<file path="src/rtl/pkt_framer_if.sv">
// pkt_framer_if: bundles the command, payload and framed-output handshakes
// of pkt_framer.
//   Command : cmd_valid, cmd_ready, cmd_len (payload beat count), cmd_hdr
//   Payload : pay_valid, pay_ready, pay_data
//   Output  : out_ready (downstream accept), valid, head, tail, data, busy
// Modports:
//   slave  - the framer's view (it drives ready, beat and busy signals)
//   master - the environment's view (it drives commands, payload, out_ready)
interface pkt_framer_if #(
  parameter int DATA_W = 16,
  parameter int LEN_W  = 8
);
  logic              cmd_valid;
  logic              cmd_ready;
  logic [LEN_W-1:0]  cmd_len;
  logic [DATA_W-1:0] cmd_hdr;
  logic              pay_valid;
  logic              pay_ready;
  logic [DATA_W-1:0] pay_data;
  logic              out_ready;
  logic              valid;
  logic              head;
  logic              tail;
  logic [DATA_W-1:0] data;
  logic              busy;

  modport slave (
    input  cmd_valid, cmd_len, cmd_hdr, pay_valid, pay_data, out_ready,
    output cmd_ready, pay_ready, valid, head, tail, data, busy
  );

  modport master (
    output cmd_valid, cmd_len, cmd_hdr, pay_valid, pay_data, out_ready,
    input  cmd_ready, pay_ready, valid, head, tail, data, busy
  );
endinterface

</file>
<file path="src/rtl/pkt_framer.sv">
// pkt_framer: accepts a packet command (header word + payload length N),
// then emits one frame on the valid/head/tail/data bus: a header beat,
// N payload beats pulled from the payload source, and a trailer beat.
// Output beats are registered and held while valid & !out_ready.
//
// Ports:
//   clk   - system clock, all state on the rising edge
//   reset - asynchronous, active-high reset; abandons any frame in flight
//   bus   - pkt_framer_if.slave: command handshake, payload handshake,
//           framed output beat (valid/head/tail/data), out_ready, busy
//
// Build option: define PKT_FRAMER_CHECKSUM_EN to make the trailer word the
// XOR of all payload words of the frame; otherwise the trailer is zero and
// no checksum register exists.
module pkt_framer #(
  parameter int DATA_W = 16,
  parameter int LEN_W  = 8
) (
  input  logic        clk,
  input  logic        reset,
  pkt_framer_if.slave bus
);

  typedef enum logic [1:0] {
    S_IDLE = 2'd0,
    S_HEAD = 2'd1,
    S_DATA = 2'd2,
    S_TAIL = 2'd3
  } state_t;

  state_t            state, state_nxt;
  logic [LEN_W-1:0]  cnt, cnt_nxt;
  logic [DATA_W-1:0] hdr_q, hdr_nxt;
  logic              beat_valid, beat_valid_nxt;
  logic              beat_head, beat_head_nxt;
  logic              beat_tail, beat_tail_nxt;
  logic [DATA_W-1:0] beat_data, beat_data_nxt;
  logic [DATA_W-1:0] trailer;
  logic              load_en;
  logic              cmd_ready;
  logic              pay_ready;

`ifdef PKT_FRAMER_CHECKSUM_EN
  logic [DATA_W-1:0] csum, csum_nxt;

  function automatic logic [DATA_W-1:0] csum_fold(
    input logic [DATA_W-1:0] acc,
    input logic [DATA_W-1:0] word
  );
    return acc ^ word;
  endfunction

  assign trailer = csum;
`else
  assign trailer = '0;
`endif

  // The output register may take a new beat when it is empty or being consumed.
  assign load_en = !beat_valid || bus.out_ready;

  always_comb begin
    state_nxt      = state;
    cnt_nxt        = cnt;
    hdr_nxt        = hdr_q;
    beat_valid_nxt = beat_valid;
    beat_head_nxt  = beat_head;
    beat_tail_nxt  = beat_tail;
    beat_data_nxt  = beat_data;
    cmd_ready      = 1'b0;
    pay_ready      = 1'b0;
`ifdef PKT_FRAMER_CHECKSUM_EN
    csum_nxt       = csum;
`endif
    case (state)
      S_IDLE: begin
        cmd_ready = !reset;
        if (load_en) begin
          beat_valid_nxt = 1'b0;
          beat_head_nxt  = 1'b0;
          beat_tail_nxt  = 1'b0;
        end
        if (bus.cmd_valid && cmd_ready) begin
          cnt_nxt   = bus.cmd_len;
          hdr_nxt   = bus.cmd_hdr;
          state_nxt = S_HEAD;
`ifdef PKT_FRAMER_CHECKSUM_EN
          csum_nxt  = '0;
`endif
        end
      end
      S_HEAD: begin
        if (load_en) begin
          beat_valid_nxt = 1'b1;
          beat_head_nxt  = 1'b1;
          beat_tail_nxt  = 1'b0;
          beat_data_nxt  = hdr_q;
          state_nxt      = (cnt != '0) ? S_DATA : S_TAIL;
        end
      end
      S_DATA: begin
        pay_ready = load_en;
        if (bus.pay_valid && pay_ready) begin
          beat_valid_nxt = 1'b1;
          beat_head_nxt  = 1'b0;
          beat_tail_nxt  = 1'b0;
          beat_data_nxt  = bus.pay_data;
`ifdef PKT_FRAMER_CHECKSUM_EN
          csum_nxt       = csum_fold(csum, bus.pay_data);
`endif
          // cnt is nonzero on entry to S_DATA; the guard keeps it from wrapping.
          if (cnt != '0) cnt_nxt = cnt - LEN_W'(1);
          if (cnt == LEN_W'(1)) state_nxt = S_TAIL;
        end else if (load_en) begin
          // Payload starved: emit a bubble rather than stall the bus.
          beat_valid_nxt = 1'b0;
          beat_head_nxt  = 1'b0;
          beat_tail_nxt  = 1'b0;
        end
      end
      S_TAIL: begin
        if (load_en) begin
          beat_valid_nxt = 1'b1;
          beat_head_nxt  = 1'b0;
          beat_tail_nxt  = 1'b1;
          beat_data_nxt  = trailer;
          state_nxt      = S_IDLE;
        end
      end
      default: state_nxt = S_IDLE;
    endcase
  end

  always_ff @(posedge clk or posedge reset) begin
    if (reset) begin
      state      <= S_IDLE;
      cnt        <= '0;
      hdr_q      <= '0;
      beat_valid <= 1'b0;
      beat_head  <= 1'b0;
      beat_tail  <= 1'b0;
      beat_data  <= '0;
`ifdef PKT_FRAMER_CHECKSUM_EN
      csum       <= '0;
`endif
    end else begin
      state      <= state_nxt;
      cnt        <= cnt_nxt;
      hdr_q      <= hdr_nxt;
      beat_valid <= beat_valid_nxt;
      beat_head  <= beat_head_nxt;
      beat_tail  <= beat_tail_nxt;
      beat_data  <= beat_data_nxt;
`ifdef PKT_FRAMER_CHECKSUM_EN
      csum       <= csum_nxt;
`endif
    end
  end

  assign bus.cmd_ready = cmd_ready;
  assign bus.pay_ready = pay_ready;
  assign bus.valid     = beat_valid;
  assign bus.head      = beat_head;
  assign bus.tail      = beat_tail;
  assign bus.data      = beat_data;
  assign bus.busy      = (state != S_IDLE);

endmodule
</file>
<file path="src/flat_wrapper.sv">
// flat-port wrapper written by rule: the top's interface ports become plain ports
module pkt_framer_flat 
#(
  parameter int DATA_W = 16,
  parameter int LEN_W  = 8
)
  (clk, reset, bus_cmd_valid, bus_cmd_len, bus_cmd_hdr, bus_pay_valid, bus_pay_data, bus_out_ready, bus_cmd_ready, bus_pay_ready, bus_valid, bus_head, bus_tail, bus_data, bus_busy);
  pkt_framer_if #(.DATA_W(DATA_W), .LEN_W(LEN_W)) bus_i ();
  input  logic clk;
  input  logic reset;
  input wire logic [$bits(bus_i.cmd_valid)-1:0] bus_cmd_valid;
  input wire logic [$bits(bus_i.cmd_len)-1:0] bus_cmd_len;
  input wire logic [$bits(bus_i.cmd_hdr)-1:0] bus_cmd_hdr;
  input wire logic [$bits(bus_i.pay_valid)-1:0] bus_pay_valid;
  input wire logic [$bits(bus_i.pay_data)-1:0] bus_pay_data;
  input wire logic [$bits(bus_i.out_ready)-1:0] bus_out_ready;
  output wire logic [$bits(bus_i.cmd_ready)-1:0] bus_cmd_ready;
  output wire logic [$bits(bus_i.pay_ready)-1:0] bus_pay_ready;
  output wire logic [$bits(bus_i.valid)-1:0] bus_valid;
  output wire logic [$bits(bus_i.head)-1:0] bus_head;
  output wire logic [$bits(bus_i.tail)-1:0] bus_tail;
  output wire logic [$bits(bus_i.data)-1:0] bus_data;
  output wire logic [$bits(bus_i.busy)-1:0] bus_busy;
  assign bus_i.cmd_valid = bus_cmd_valid;
  assign bus_i.cmd_len = bus_cmd_len;
  assign bus_i.cmd_hdr = bus_cmd_hdr;
  assign bus_i.pay_valid = bus_pay_valid;
  assign bus_i.pay_data = bus_pay_data;
  assign bus_i.out_ready = bus_out_ready;
  assign bus_cmd_ready = bus_i.cmd_ready;
  assign bus_pay_ready = bus_i.pay_ready;
  assign bus_valid = bus_i.valid;
  assign bus_head = bus_i.head;
  assign bus_tail = bus_i.tail;
  assign bus_data = bus_i.data;
  assign bus_busy = bus_i.busy;
  pkt_framer #(.DATA_W(DATA_W), .LEN_W(LEN_W)) u_core (.clk(clk), .reset(reset), .bus(bus_i));
endmodule
</file>
<file path="config.mk">
export PLATFORM = sky130hd
export DESIGN_NAME = pkt_framer_flat
export DESIGN_NICKNAME = d
export VERILOG_FILES = /design/src/rtl/pkt_framer_if.sv /design/src/rtl/pkt_framer.sv /design/src/flat_wrapper.sv
export SDC_FILE = /design/constraint.sdc
export NUM_CORES = 1
export LEC_CHECK = 0
export ABC_AREA = 1
export BUFFER_PORTS_ARGS = -buffer_cell sky130_fd_sc_hd__buf_2
export CAP_MARGIN = 10
export CORE_ASPECT_RATIO = 0.75
export CORE_MARGIN = 2
export CORE_UTILIZATION = 47
export CTS_BUF_LIST = sky130_fd_sc_hd__clkbuf_8
export DETAILED_ROUTE_END_ITERATION = 6
export PLACE_DENSITY = 0.72
export SLEW_MARGIN = 20
export SYNTH_ARGS = -nofsm -noshare
export SYNTH_HDL_FRONTEND = slang
export SYNTH_SLANG_ARGS = --single-unit
</file>
<file path="constraint.sdc">
create_clock -name clk -period 4.06 [get_ports clk]
set_clock_uncertainty 0.05 [all_clocks]
set_input_delay 0 -clock clk [delete_from_list [all_inputs] [get_ports clk]]
set_output_delay 0 -clock clk [all_outputs]
set_load 0.01 [all_outputs]
</file>
# [After elaboration in Yosys (flattened, before gate mapping)]
# Cells that the tools add are included.
[op_classes] addsub=1 eq_ne=11 mux=27 n_reduce_logical=17
[ops] operator="$mux W16" count=3
[ops] operator="$pmux W16 S3" count=1
[ops] operator="$mux W8" count=3
[ops] operator="$pmux W8 S2" count=1
[ops] operator="$ne A2 B1 Y1 const B" count=7
[ops] operator="$mux W1" count=10
[ops] operator="$mux W2" count=5
[ops] operator="$pmux W1 S3" count=3
[ops] operator="$eq A8 B1 Y1 const B" count=1
[ops] operator="$pmux W2 S4" count=1
[ops] operator="$reduce_and A4 Y1" count=2
[ops] operator="$reduce_bool A8 Y1" count=1
[ops] operator="$sub A8 B1 Y8 const B" count=1
[ops] operator="$reduce_or A2 Y1" count=3
[ops] operator="$reduce_and A5 Y1" count=1
[ops] operator="$eq A2 B2 Y1 const B" count=2
[ops] operator="$reduce_bool A2 Y1" count=2
[ops] operator="$reduce_bool A3 Y1" count=1
[ops] operator="$eq A2 B1 Y1 const B" count=1
[ops] operator="$logic_and A1 B1 Y1" count=2
[ops] operator="$logic_not A1 Y1" count=2
[ops] operator="$logic_not A2 Y1" count=1
[ops] operator="$reduce_and A2 Y1" count=1
[ops] operator="$logic_or A1 B1 Y1" count=1
[totals] reg_bits=45 input_bits=45 out_inout_bits=22 word_cells=63

# [Depth between registers and ports, before layout]
# Gate-level depths: netlist of run 1.
[logic_depth] ltp_word=5 mapped_depth=9 ltp_nobuf=9

# [Least setup slack after synthesis of run 1]
# OpenSTA, ideal clock, no wires.
[synth_path] path_type="input-to-reg" from="input port reset" to="register u_core.cnt[2]" setup_time_ns=0.127 arrival_time_ns=1.609 t_required_ns=3.883 path_slack_ns=2.274 path_stages=8 n_path_buf=0 path_cell_list="inv_1 nand2_1 nand2_1 nand2_1 nor2_1 nand2_1 nand2_1 o21ai_0"
[synth_between] elab_chain_cells=4
[synth_rtl] item="start: declaration" line="flat_wrapper.sv:10" text="input logic reset;"
[synth_rtl] item="$logic_not A1 Y1" line="pkt_framer.sv:76" text="cmd_ready = !reset;"
[synth_rtl] item="$logic_and A1 B1 Y1" line="pkt_framer.sv:82" text="if (bus.cmd_valid && cmd_ready) begin"
[synth_rtl] item="$ne A2 B1 Y1 (no line)"
[synth_rtl] item="$reduce_and A4 Y1 (no line)"
[synth_rtl] item="end signal: assignment" line="pkt_framer.sv:147" text="cnt <= cnt_nxt;"
[synth_rtl] item="end: declaration" line="pkt_framer.sv:32" text="logic [LEN_W-1:0] cnt, cnt_nxt;"
# Every way passes these cells.
# A chain may end at the register's enable or synchronous reset.

# [Worst setup path after layout of run 1]
[layout_path] from="register u_core.state[0]" to="register u_core.beat_data[9], in the netlist u_core.bus.data[9]"
[layout_between] elab_chain_cells=3 elab_cells_between_ends=9 classes_between="6 x eq/ne; 1 x mux; 2 x reduce/logical"
[layout_rtl] item="start: declaration" line="pkt_framer.sv:31" text="state_t state, state_nxt;"
[layout_rtl] item="start signal: assignment" line="pkt_framer.sv:146" text="state <= state_nxt;"
[layout_rtl] item="$eq A2 B2 Y1 or $eq A2 B1 Y1 (tied branches)" line="pkt_framer.sv:74" text="case (state)"
[layout_rtl] item="$ne A2 B1 Y1 (no line) or $reduce_bool A3 Y1 (tied branches)"
[layout_rtl] item="$reduce_and A4 Y1 (no line)"
[layout_rtl] item="end signal: assignment" line="pkt_framer.sv:152" text="beat_data <= beat_data_nxt;"
[layout_rtl] item="end: declaration" line="pkt_framer.sv:37" text="logic [DATA_W-1:0] beat_data, beat_data_nxt;"
# Several ways; a longest one is shown, not always the timed one.

==> out/qor.yml, run 1 <==
status: "finished with violations"
failed_checks: "negative hold slack"
cts_root_buf: "clkbuf_8"
htreeDepth: 2
port_buffers: 66
io_pins: 67
synthToLayoutAreaGrowth_pct: 34.66
worstHoldEndpoint: "u_core.cnt[0]"
synth_ff_type: "dfrtp_1"
worst_slack_ns: 1.771
critPathMaxFanout: 30
cts-resized-gates: 0
crit-reg2reg-capture: "u_core.bus.data[9]"
drc: 0
syn_nets: 359
holdBufCountCts: 40
reg2reg_depth: 8
worstSetupEndpointType: "flop"
synth_top_cell_by_area: "dfrtp_1"
core_um2: 4982
synth_top_area_share_pct: 45.34
postCtsSetupBuffers: 0
wl_mm: 6.180
timing.final.crit_period_ns: 2.289
cap_violations: 0
ir_worst_vdd_mv: 0.3727
slew_headroom_pct: 58.86
postRouteAntennaNets: 0
vias: 2323
fin_area_um2: 3344
ys_async_sr_fraction_pct: 100.0
ys_ff_latch: 45
synth_edf_count: 0
powerDensity_nw_per_um2: 738.5
hold_viol: 1
cts_buffer_depth: 2
r2r-start: "u_core.state[0]"
fill_cells: 432
dieArea_um2: 5888
layout.nets: 464
rsz0062_at_grt: "no"
grt_max_degree: 47
worstSetupStartpointType: "flop"
gp_congestion: 0.8708
drive_gt1_share_pct: 26.94
p_leak_nw: 1.773
worstPathRequired_ns: 4.25
n_antenna_cell: 0
yosysMostFrequentCell: "nand2_1"
detail_route.wl_per_cell_um: 12.77
antenna_found_initial: 0
first_global_vias: 2211
min_path_cells: 5
clkLatencyLatePin_ns: 0.31
hold_start: "bus_cmd_len[0]"
first_iter_violations: 175
grt_usage_pct: 23.21
drt-vias-per-instance: 4.800
setup_viol: 0
grt_pass1_wl_mm: 10.41
min_period_over_period_pct: 56.38
worstSetupPathType: "flop to flop"
dieWidth_um: 87.94
grt.overflow.total: 0
rows: 22
r2r_slack_ns: 1.77
synth.avg_cell_area_um2: 8.116
syn_inst: 306
clk_pin_slew_worst_paths_ns: 0.09
firstDrtPassIters: 5
yosysUniqueCellTypes: 23
ys_top_cells_by_count: "93 x nand2_1, 45 x dfrtp_1, 40 x inv_1, 22 x nand3_1, 20 x nor2_1"
cts_num_sinks: 45
report.final.slew_viol_count: 0
min_path_type: "input port to flop"
start_util_pct: 49.85
ys_warn_count: 0
holdWs_ns: -0.002908
worst_slew_pin_slew_ns: 0.6165
ys_seq_area_share_pct: 45.34
synth_area_leaders: "dfrtp_1 45%, nand2_1 14%, inv_1 6.0%"
worstPathArrival_ns: 2.48
place_worst_setup_slack_ns: 1.816
fp.dieH_um: 66.96
setup_tns_ns: 0
netlist_area_um2: 2484
hpwl_mm: 4.143
cts_tree: "done"
place_area_um2: 2854
cts_made_buffers: 5
max_freq_mhz: 436.9
through the flow:
stage	utilization (%)	instances	total power, mW
2_1_floorplan	-	306	1.837
3_5_place_dp	57.28	436	2.143
4_1_cts	67.13	484	2.464
5_1_grt	67.13	484	2.710
6_report	67.13	484	2.470
3_3_place_gp	57.28	436	2.109
where the power goes:
part	total, mW	switching (mW)	internal [mW]
logic	1.36	0.835	0.524
clock network	0.288	0.166	0.122
registers	0.823	0.147	0.675
total	2.47	1.15	1.32
worst max-delay path: stages (launching register included):
cell and delay [ns]:
dfrtp_1 0.44, inv_1 0.12, ha_1 0.20, buf_4 0.22, inv_1 0.49, nand2_1 0.26, o21ai_0 0.24, nand2_1 0.11
o21ai_2 0.08
registers in the layout, indices dropped and copies added (netlist names):
signal	count
u_core.bus.data	16
u_core.hdr_q	16
u_core.cnt	8
u_core.state	2
u_core.bus.head	1
u_core.bus.tail	1
u_core.bus.valid	1
area by class of cell:
cell class	instances	area [um^2]	share of cell area, %
clock buffer	5	68.82	2.058
clock inverter	3	21.27	0.6360
inverter	41	153.9	4.602
multi-input combinational	209	1131	33.82
sequential	45	1126	33.67
tap	72	90.09	2.694
timing repair buffer	109	753.2	22.52
placed cells by master (no fill, tap or decap):
cell type and n:
nand2_1 93, buf_2 66, dfrtp_1 45, dlygate4sd3_1 40, inv_1 39, nand3_1 22, nor2_1 20, o21ai_0 17
o21ai_2 14, mux2_2 9, a21oi_1 8, ha_1 8, clkbuf_8 5, nand2_2 4, nor2_4 3, nand4_1 3
buf_4 3, inv_2 2, o21ai_1 2, a31oi_1 2, nor3b_4 1, xor2_1 1, mux2i_1 1, o22a_2 1
inv_6 1, clkinv_2 1, clkinvlp_4 1
metal layers:
layer  vias to the layer above  track usage, %  part of all wire, %
met2                        92           35.42                   44
met4                         0           7.692                  1.8
met1                      1050           33.20                   48
met3                        10           4.213                  5.7
met5                         -               0                    0
li1                       1171               -                    -
worst max-delay path by stage:
stage,start,to,slack [ns],cells past startpoint
after detailed placement,u_core.state[0],u_core.bus.data[10],1.82,8
after CTS,u_core.state[0],u_core.bus.data[10],1.78,8
after global placement,u_core.state[0],u_core.bus.data[10],1.86,8
after floorplan,reset,u_core.cnt[2],2.27,8
after global routing,u_core.state[0],u_core.cnt[1],1.48,10
final,u_core.state[0],u_core.bus.data[9],1.77,8
kinds of logic after synthesis:
family          after synthesis  synth area share [%]
mux                          10                 4.484
buf+inv                      52                 9.118
simple gates                146                 25.39
compound gates               44                 11.28
flops                        45                 45.34
xor+xnor                      1                0.3527
fa+ha+maj                     8                 4.030
No activity file was read; power rests on OpenSTA's default activity.
==> run 2: changes to the inputs <==
==> constraint.sdc (replaced) <==
create_clock -name clk -period 2.2 [get_ports clk]
set_clock_uncertainty 0.05 [all_clocks]
set_input_delay 0 -clock clk [delete_from_list [all_inputs] [get_ports clk]]
set_output_delay 0 -clock clk [all_outputs]
set_load 0.01 [all_outputs]
==> run 2 against run 1 <==
Effect of this change:
- the run now ends clean
- global-route usage down 2.1 points
- design area about the same
- non-clock buffer count down 2
- sequential share of layout area about the same
- die area unchanged
==> out/qor.yml, run 2 (same netlist as run 1, synthesis figures left out) <==
status: "finished, final reports clean"
postRouteAntennaNets: 0  # unchanged
cap_violations: 0  # unchanged
path_cells: "inv_1 -> ha_1 -> inv_1 -> nand2_1 -> inv_1 -> nor2_1 -> nand2_1 -> nand2_1 -> o21ai_0"
holdWs_ns: 0.0006938  # +0.003601 ns
rows: 22  # unchanged
report.final.slew_viol_count: 0  # unchanged
fill_cells: 406  # -6.0%
min_path_type: "input port to flop"
first_iter_violations: 215  # +23%
hold_viol: 0  # -1
powerDensity_nw_per_um2: 1388  # +88%
r2r_slack_ns: 0.34  # -1.43 ns
cts_root_buf: "clkbuf_8"
n_antenna_cell: 0  # unchanged
drc: 0  # unchanged
hold_start: "bus_pay_data[7]"
detail_route.wl_per_cell_um: 12.17  # -4.7%
grt_max_degree: 46  # -2.1%
antenna_found_initial: 0  # unchanged
cts_made_buffers: 5  # unchanged
critPathMaxFanout: 11  # -63%
setup_tns_ns: 0  # unchanged
port_buffers: 66  # unchanged
worstSetupStartpointType: "flop"
worstPathArrival_ns: 1.98  # -0.50 ns
drt-vias-per-instance: 4.638  # -3.4%
worstSetupPathType: "flop to flop"
worst_slack_ns: 0.3438  # -1.427 ns
startpoint: "u_core.state[0]"
timing.final.crit_period_ns: 1.856  # -0.4326 ns
seq_power_share_pct: 32.0  # -1.3 points
layout.nets: 462  # -0.43%
p_int_mw: 2.605  # +97%
final_cells: 481  # -0.62%
sw_frac_of_total_pct: 43.89  # -2.6 points
p_leak_nw: 1.780  # +0.39%
r2r-start: "u_core.state[0]"
cp_slowest_cell: "dfrtp_1"
mostFrequentLayoutCell: "nand2_1"
rsz0062_at_grt: "no"
vias: 2231  # -4.0%
clkLatencyLatePin_ns: 0.29  # -0.02 ns
net-switching-power_mw: 2.037  # +77%
reg2reg_depth: 9  # +1
firstDrtPassIters: 4  # -1
wl_mm: 5.854  # -5.3%
dieWidth_um: 87.94  # unchanged
slew_headroom_pct: 62.42  # +3.6 points
fin_area_um2: 3346  # about the same
grt.overflow.total: 0  # unchanged
cts_buffer_depth: 2  # unchanged
crit-reg2reg-capture: "u_core.cnt[2]"
multi_input_area_um2: 1131  # unchanged
min_path_cells: 5  # unchanged
synthToLayoutAreaGrowth_pct: 34.71  # about the same
setup_viol: 0  # unchanged
cts_num_sinks: 45  # unchanged
power_mw: 4.642  # +88%
worst-path-buf-inv: 3  # unchanged
gp_congestion: 0.9033  # +3.7%
dp_cells: 438  # +0.46%
start_util_pct: 49.85  # unchanged
cpLargestDelayFamily: "simple AND/OR/NAND/NOR gates"
clk_pin_slew_worst_paths_ns: 0.08  # about the same
worstPathRequired_ns: 2.32  # -1.93 ns
worstHoldEndpoint: "u_core.bus.data[7]"
dieArea_um2: 5888  # unchanged
worst_slew_pin_slew_ns: 0.5636  # -0.05284 ns
place_worst_setup_slack_ns: 0.3517  # -1.464 ns
cp_slowest_stage_delay_ns: 0.43  # -0.06 ns
ir_worst_vdd_mv: 0.8426  # +130%
core_um2: 4982  # unchanged
place_area_um2: 2882  # +0.96%
min_period_over_period_pct: 84.37  # +28 points
drive_gt1_share_pct: 27.38  # +0.44 points
grt_pass1_wl_mm: 9.446  # -9.3%
clockPowerShare_pct: 13.0  # +1.3 points
fp.dieH_um: 66.96  # unchanged
htreeDepth: 2  # unchanged
hpwl_mm: 4.078  # -1.6%
max_freq_mhz: 538.7  # +23%
first_global_vias: 2084  # -5.7%
cts_tree: "done"
layout_common_cells: "93 x nand2_1, 66 x buf_2, 45 x dfrtp_1, 39 x inv_1, 36 x dlygate4sd3_1"
utilization_pct: 67.15  # about the same
seq_area_um2: 1126  # unchanged
io_pins: 67  # unchanged
grt_usage_pct: 21.14  # -2.1 points
worstSetupEndpointType: "flop"
pwr-share-comb_pct: 54.9  # about the same
==> run 2: cell count changes in the layout (fill, tap and decap cells not counted) <==
cell and change:
clkinvlp_4 -1, inv_6 -1, dlygate4sd3_1 -4, bufinv_16 +1
buf_4 +1, buf_12 +1
==> run 2: layout make-up <==
| class | instances | share of cell area (%) |
|---|---|---|
| multi-input combinational | 209 | 33.81 |
| sequential | 45 | 33.66 |
| timing repair buffer | 107 | 22.14 |
| inverter | 41 | 4.600 |
| tap | 72 | 2.693 |
| clock buffer | 5 | 2.057 |
| clock inverter | 2 | 1.047 |
==> run 2: worst max path at each step <==
stage / end / slack, ns / cells past startpoint
finish: u_core.cnt[2] / 0.34 / 9
global route: u_core.cnt[2] / 0.16 / 9
CTS: u_core.hdr_q[4] / 0.34 / 6
detailed placement: u_core.hdr_q[4] / 0.35 / 6
global placement: u_core.cnt[1] / 0.45 / 9
floorplan: u_core.cnt[2] / 0.41 / 8
==> run 2: per-layer routing <==
layer  part of all wire (%)  wire length (um)  global-route usage [%]
met5                      0                 0                       0
met4                   0.87                51                   5.192
met3                    4.1               240                   3.965
met2                     45              2626                   33.05
met1                     50              2935                   30.24
==> run 2: repair_timing <==
item / in CTS / in global routing
endpoints found under the setup margin: 0 / 0
hold endpoints to repair: 79 / 1
buffers inserted: 0 / 0
gates resized for setup: 0 / 0
hold buffers: 35 / 1
==> run 2: worst register-to-register path: stages, from the launching register on <==
cell	delay [ns]
dfrtp_1	0.43
inv_1	0.14
ha_1	0.23
inv_1	0.20
nand2_1	0.13
inv_1	0.04
nor2_1	0.15
nand2_1	0.19
nand2_1	0.10
o21ai_0	0.08
==> run 2: power by group through the flow <==
| stage | Combinational, mW | Clock (mW) | Sequential, mW |
|---|---|---|---|
| 2_1_floorplan | 1.85 | 0 | 1.54 |
| 3_3_place_gp | 2.44 | 0 | 1.49 |
| 3_5_place_dp | 2.50 | 0 | 1.50 |
| 4_1_cts | 2.56 | 0.614 | 1.49 |
| 5_1_grt | 2.90 | 0.656 | 1.55 |
| 6_report | 2.55 | 0.605 | 1.49 |
